### src/rtl/jtag_drv_master.sv
// On-chip JTAG initiator: turns one scan command into an IEEE 1149.1 TMS/TDI
// sequence from Run-Test/Idle back to Run-Test/Idle and returns captured TDO.
module jtag_drv_master #(
  parameter int CLK_DIV = 2,
  parameter int DATA_W  = 32
) (
  input  logic              clk,
  input  logic              rst,
  input  logic              cmd_valid,
  output logic              cmd_ready,
  input  logic [1:0]        cmd_op,
  input  logic [4:0]        cmd_len,
  input  logic [DATA_W-1:0] cmd_data,
  output logic              rsp_valid,
  output logic [DATA_W-1:0] rsp_data,
  output logic              busy,
  output logic              tck,
  output logic              tms,
  output logic              tdi,
  output logic              trst,
  input  logic              tdo
);

  localparam int PW = (CLK_DIV > 1) ? $clog2(CLK_DIV) : 1;

  typedef enum logic [2:0] {IDLE, PREFIX, SEL, CAP, SHIFT, EXIT, UPD, DONE} state_t;
  typedef struct packed {
    state_t     st;
    logic [4:0] cnt;
  } step_t;

  state_t            st_q, st_d;
  logic [4:0]        cnt_q, cnt_d, idx_q, idx_d, len_q, len_s;
  logic [1:0]        op_q, op_s;
  logic [DATA_W-1:0] data_q, data_s, cap_q;
  logic [PW-1:0]     ph_q;
  logic              sync_q, tms_d, tdi_d, trst_d;
  logic              tck_q, tms_q, tdi_q, trst_q, ready_q, busy_q, rspv_q;
  logic [DATA_W-1:0] rsp_q;
  step_t             m;

  // First state of the scan body; cnt is the number of extra TCKs in that state.
  function automatic step_t main_step(input logic [1:0] op, input logic [4:0] len);
    step_t s;
    s.st  = DONE;
    s.cnt = len;
    case (op)
      2'b00: begin s.st = PREFIX; s.cnt = 5'd5; end
      2'b01: begin s.st = SEL;    s.cnt = 5'd1; end
      2'b10: begin s.st = SEL;    s.cnt = '0;   end
      default: ;
    endcase
    return s;
  endfunction

  always_comb begin
    op_s   = (st_q == IDLE) ? cmd_op   : op_q;
    len_s  = (st_q == IDLE) ? cmd_len  : len_q;
    data_s = (st_q == IDLE) ? cmd_data : data_q;
    m      = main_step(op_s, len_s);
    st_d   = st_q;
    cnt_d  = cnt_q - 5'd1;
    idx_d  = idx_q;
    if (st_q == IDLE) begin
      idx_d = '0;
      if (sync_q || cmd_op == 2'b00) begin
        st_d  = PREFIX;
        cnt_d = 5'd5;
      end else begin
        st_d  = m.st;
        cnt_d = m.cnt;
      end
    end else if (cnt_q != '0) begin
      if (st_q == SHIFT) idx_d = idx_q + 5'd1;
    end else begin
      cnt_d = '0;
      case (st_q)
        PREFIX: begin
          if (op_q == 2'b00) st_d = IDLE;
          else begin
            st_d  = m.st;
            cnt_d = m.cnt;
          end
        end
        SEL: begin st_d = CAP; cnt_d = 5'd1; end
        CAP: begin
          idx_d = '0;
          if (len_q == '0) st_d = EXIT;
          else begin
            st_d  = SHIFT;
            cnt_d = len_q - 5'd1;
          end
        end
        SHIFT: begin st_d = EXIT; idx_d = idx_q + 5'd1; end
        EXIT:  st_d = UPD;
        UPD:   st_d = DONE;
        default: st_d = IDLE;
      endcase
    end

    tms_d  = 1'b0;
    tdi_d  = 1'b0;
    trst_d = 1'b1;
    case (st_d)
      PREFIX: begin
        tms_d  = (cnt_d != '0);
        trst_d = !(op_s == 2'b00 && cnt_d != '0);
      end
      SEL, UPD: tms_d = 1'b1;
      SHIFT:    tdi_d = data_s[idx_d];
      EXIT: begin
        tms_d = 1'b1;
        tdi_d = data_s[idx_d];
      end
      default: ;
    endcase
  end

  always_ff @(posedge clk) begin
    if (!rst) begin
      st_q    <= IDLE;
      cnt_q   <= '0;
      idx_q   <= '0;
      op_q    <= '0;
      len_q   <= '0;
      data_q  <= '0;
      cap_q   <= '0;
      ph_q    <= '0;
      sync_q  <= 1'b1;
      tck_q   <= 1'b0;
      tms_q   <= 1'b1;
      tdi_q   <= 1'b0;
      trst_q  <= 1'b1;
      ready_q <= 1'b0;
      busy_q  <= 1'b0;
      rspv_q  <= 1'b0;
      rsp_q   <= '0;
    end else begin
      rspv_q <= 1'b0;
      if (st_q == IDLE) begin
        ready_q <= 1'b1;
        if (cmd_valid && ready_q) begin
          ready_q <= 1'b0;
          busy_q  <= 1'b1;
          op_q    <= cmd_op;
          len_q   <= cmd_len;
          data_q  <= cmd_data;
          cap_q   <= '0;
          ph_q    <= '0;
          tck_q   <= 1'b0;
          st_q    <= st_d;
          cnt_q   <= cnt_d;
          idx_q   <= idx_d;
          tms_q   <= tms_d;
          tdi_q   <= tdi_d;
          trst_q  <= trst_d;
        end
      end else if (ph_q == PW'(CLK_DIV - 1)) begin
        ph_q <= '0;
        if (!tck_q) begin
          tck_q <= 1'b1;
          if (st_q == SHIFT || st_q == EXIT) cap_q[idx_q] <= tdo;
        end else begin
          // End of a TCK period: present the next TCK's pins on the falling edge.
          tck_q  <= 1'b0;
          st_q   <= st_d;
          cnt_q  <= cnt_d;
          idx_q  <= idx_d;
          tms_q  <= tms_d;
          tdi_q  <= tdi_d;
          trst_q <= trst_d;
          if (st_q == PREFIX && cnt_q == '0) sync_q <= 1'b0;
          if (st_d == IDLE) begin
            busy_q <= 1'b0;
            rspv_q <= 1'b1;
            rsp_q  <= cap_q;
          end
        end
      end else begin
        ph_q <= ph_q + PW'(1);
      end
    end
  end

  assign cmd_ready = ready_q;
  assign busy      = busy_q;
  assign rsp_valid = rspv_q;
  assign rsp_data  = rsp_q;
  assign tck       = tck_q;
  assign tms       = tms_q;
  assign tdi       = tdi_q;
  assign trst      = trst_q;

endmodule
### config.mk
export PLATFORM = sky130hd
export DESIGN_NAME = jtag_drv_master
export DESIGN_NICKNAME = d
export VERILOG_FILES = /design/src/rtl/jtag_drv_master.sv
export SDC_FILE = /design/constraint.sdc
export NUM_CORES = 1
export LEC_CHECK = 0
export CAP_MARGIN = 30
export CORE_AREA = 2 2 116 118
export DETAILED_ROUTE_END_ITERATION = 10
export DIE_AREA = 0 0 118 120
export PLACE_DENSITY_LB_ADDON = 0.2
export REMOVE_ABC_BUFFERS = 1
export SYNTH_ARGS = -nofsm -noshare
export SYNTH_HDL_FRONTEND = slang
export SYNTH_SLANG_ARGS = --single-unit
### constraint.sdc
create_clock -name clk -period 4.5 [get_ports clk]
set_input_delay 1.125 -clock clk [delete_from_list [all_inputs] [get_ports clk]]
set_output_delay 1.125 -clock clk [all_outputs]
set_load 0.1 [all_outputs]
==> flow_summary.yaml <==
outcome:
  outcome: "finished clean"
drt:
  firstDrtPassIters: 6
  drtAntennaViolNets: 0
  drtIter0Drc: 401
  routedWlPerCell_um: 15.17
  via_count: 5719
  drcViolationCount: 0
  via_per_inst: 5.552
  drt_wl_total_um: 15620
synth:
  netlist_area_um2: 6377
  yosysUniqueCellTypes: 65
  postSynthCellCount: 790
  syn_area_per_cell_um2: 8.073
  dominantRegCellSynth: "dfxtp_1"
  yosysWarnings: 0
  synth_edf_count: 0
  yosysTopAreaCell: "dfxtp_1"
  synthDominantCellAreaShare_pct: 39.24
  seq_area_frac_synth_pct: 39.24
  synth_seq_cells: 125
  async_reset_ff_share_pct: 0
  synth_area_leaders: "dfxtp_1 (39%), nand2_1 (9.3%), a21boi_0 (8.0%), mux2i_1 (6.1%), o21ai_0 (4.2%)"
worst_setup_path:
  arrival_ns: 4.07
  crit_fanout: 33
  crit_type: "input pin to flip-flop"
  rr_worst_depth: 11
  crit_required_ns: 4.80
  end_kind: "flip-flop"
  startpoint_type: "input pin"
cells_and_area:
  nFillCells: 1200
  syn_to_final_growth_pct: 22.11
  num_antenna_cells: 0
  nets: 894
  drive_above_1_share_pct: 6.557
  finalNonFillerCells: 1030
power_and_ir_drop:
  p_leak_nw: 2.671
  p_int_mw: 2.309
  clkPwrFrac_pct: 34.6
  irDropWorstVdd_v: 0.0003130
  switchingPower_mw: 1.247
  p_comb_share_pct: 30.4
  pwr-share-seq_pct: 35.1
  p_sw_share_pct: 35.08
  power_density_nw_per_um2: 456.6
hold_path:
  min_path_cells: 2
  hold_class: "flip-flop to flip-flop"
sta:
  rsz0062_at_grt: "no"
  final.min_clock_period_ns: 3.768
  min_period_over_period_pct: 83.73
  setup_violations: 0
  worstMarginPinSlew_ns: 0.9804
  drv_slew: 0
  fin_ws_ns: 0.7321
  max_freq_mhz: 265.4
  skew_ns: 0.004532
  slew_headroom_pct: 34.43
  finalHoldViolations: 0
placed_design:
  gp_congestion: 0.8885
  pre_cts_slack_ns: 0.4237
  io_buffer_count: 81
  hpwl_um: 10620
  placed_cells: 998
clocking:
  clk_path_buf_depth: 2
  ctsResizeCount: 0
  cts_root_buf: "clkbuf_16"
  hold_buffers: 0
  cts_tree: "built"
  clk_pin_slew_ns: 0.05
  insertion_delay_ns: 0.42
  cts_setup_buffers: 0
  htree_num_levels: 4
  cts_buffers: 17
  cts_sinks: 125
die:
  initial_core_util_pct: 49.13
  num_rows: 42
  dieArea_um2: 14160
  num_io_pins: 82
  dieHeight_um: 120
  coreArea_um2: 12980
  die_w_um: 118
global_routing:
  grt_pass1_vias: 5411
  grt_antenna_before_repair: 0
  grt_max_degree: 66
  grt_overflow: 0
  grt_pass1_wl_um: 26290
  gr-usage-all-layers_pct: 22.89
run:
  maxCapViolCount: 0
==> cell families after synthesis <==
family                   share of synthesized area [%]
buffers and inverters                            5.179
XOR/XNOR                                        0.8240
AO/OA/AOI/OAI                                    24.33
AND/OR/NAND/NOR                                  21.82
multiplexers                                     6.651
flip-flops                                       39.24
adder cells (fa/ha/maj)                          1.962
==> per-layer routing <==
metal / track usage (%) / vias to the layer above / routed length (µm)
li1: - / 2841 / -
met1: 28.88 / 2685 / 7038
met2: 38.01 / 167 / 7484
met3: 5.703 / 26 / 780
met4: 8.283 / 0 / 319
met5: 0 / - / 0
==> worst paths after layout <==
check                                from  slack (ns)          end
worst max-delay path            cmd_op[0]        0.73  rsp_data[8]
worst min-delay path            data_q[6]        0.46    data_q[6]
worst max register to register    st_q[1]        0.90  rsp_data[8]
worst min register to register  data_q[6]        0.46    data_q[6]
==> state kept, by name, indices dropped and copies added (netlist names), 2 cells and up <==
register / count
op_q: 2
st_q: 3
idx_q: 5
cap_q: 32
cnt_q: 5
len_q: 5
rsp_data: 32
data_q: 32
==> power groups by stage <==
stage                     Combinational (mW)  Clock, mW  Sequential, mW
after floorplan                        0.667          0            1.34
after global placement                  1.04          0            1.26
after detailed placement                1.06          0            1.27
after CTS                               1.07       1.25            1.25
after global routing                    1.19       1.30            1.26
final                                   1.08       1.23            1.25
==> layout by cell type (no fill, tap or decap), types with 10 or more instances in the layout <==
cell / n
a21oi_1: 43
nor2_1: 30
mux2i_1: 39
o21ai_0: 53
clkbuf_16: 17
ha_1: 10
inv_1: 16
nand2_1: 158
a21boi_0: 68
buf_4: 15
dfxtp_1: 125
clkdlybuf4s50_1: 80
nor2b_1: 37
and2_1: 11
==> worst max-delay path, stage by stage <==
cell and delay [ns]:
clkdlybuf4s50_1 0.50, nand2_1 0.06, nand2_1 0.12, inv_1 0.05
ha_1 0.25, o21bai_1 0.18, a2111oi_0 0.65, a221o_1 0.26
nor2_1 0.08, nand2_2 0.10, nor3_4 0.04, buf_4 0.30
mux2i_1 0.25, nor2b_1 0.07
==> synth_stat cells, drive strengths merged, types with 4 or more instances <==
cell type / number
a31oi: 7
o21ai: 58
buf: 11
a21oi: 43
nand2: 159
o22ai: 6
nor3: 11
nand4: 7
a21boi: 77
nor2b: 37
o211a: 4
o31ai: 4
nand3: 9
and2: 13
nor2: 31
inv: 16
nor3b: 6
a211oi: 8
mux2i: 39
ha: 10
clkbuf: 53
dfxtp: 125
xnor2: 4
==> metrics by stage <==
| stage | TNS [ns] | hold slack, ns | power [mW] | instance area (µm²) | util, % |
|---|---|---|---|---|---|
| detailed placement | 0 | 0.4535 | 2.331 | 7253 | 55.88 |
| finish | 0 | 0.4580 | 3.556 | 7787 | 60.00 |
| floorplan | -82.87 | 0.4399 | 2.005 | 6107 | - |
| global placement | 0 | 0.4475 | 2.308 | 7253 | 55.88 |
| global route | 0 | 0.4779 | 3.752 | 7787 | 60.00 |
| CTS | 0 | 0.4612 | 3.563 | 7787 | 60.00 |
==> layout make-up <==
type                    instances  area, µm²  share of cell area, %
multi-input cells             585       3552                  45.61
flip-flops and latches        125       2502                  32.13
repair buffers                 96      918.4                  11.79
clock buffers                  26      499.2                  6.411
well taps                     176      220.2                  2.828
inverters                      16      60.06                 0.7712
clock inverters                 6      35.03                 0.4499
Note: power is estimated with default switching activity, not from simulation.
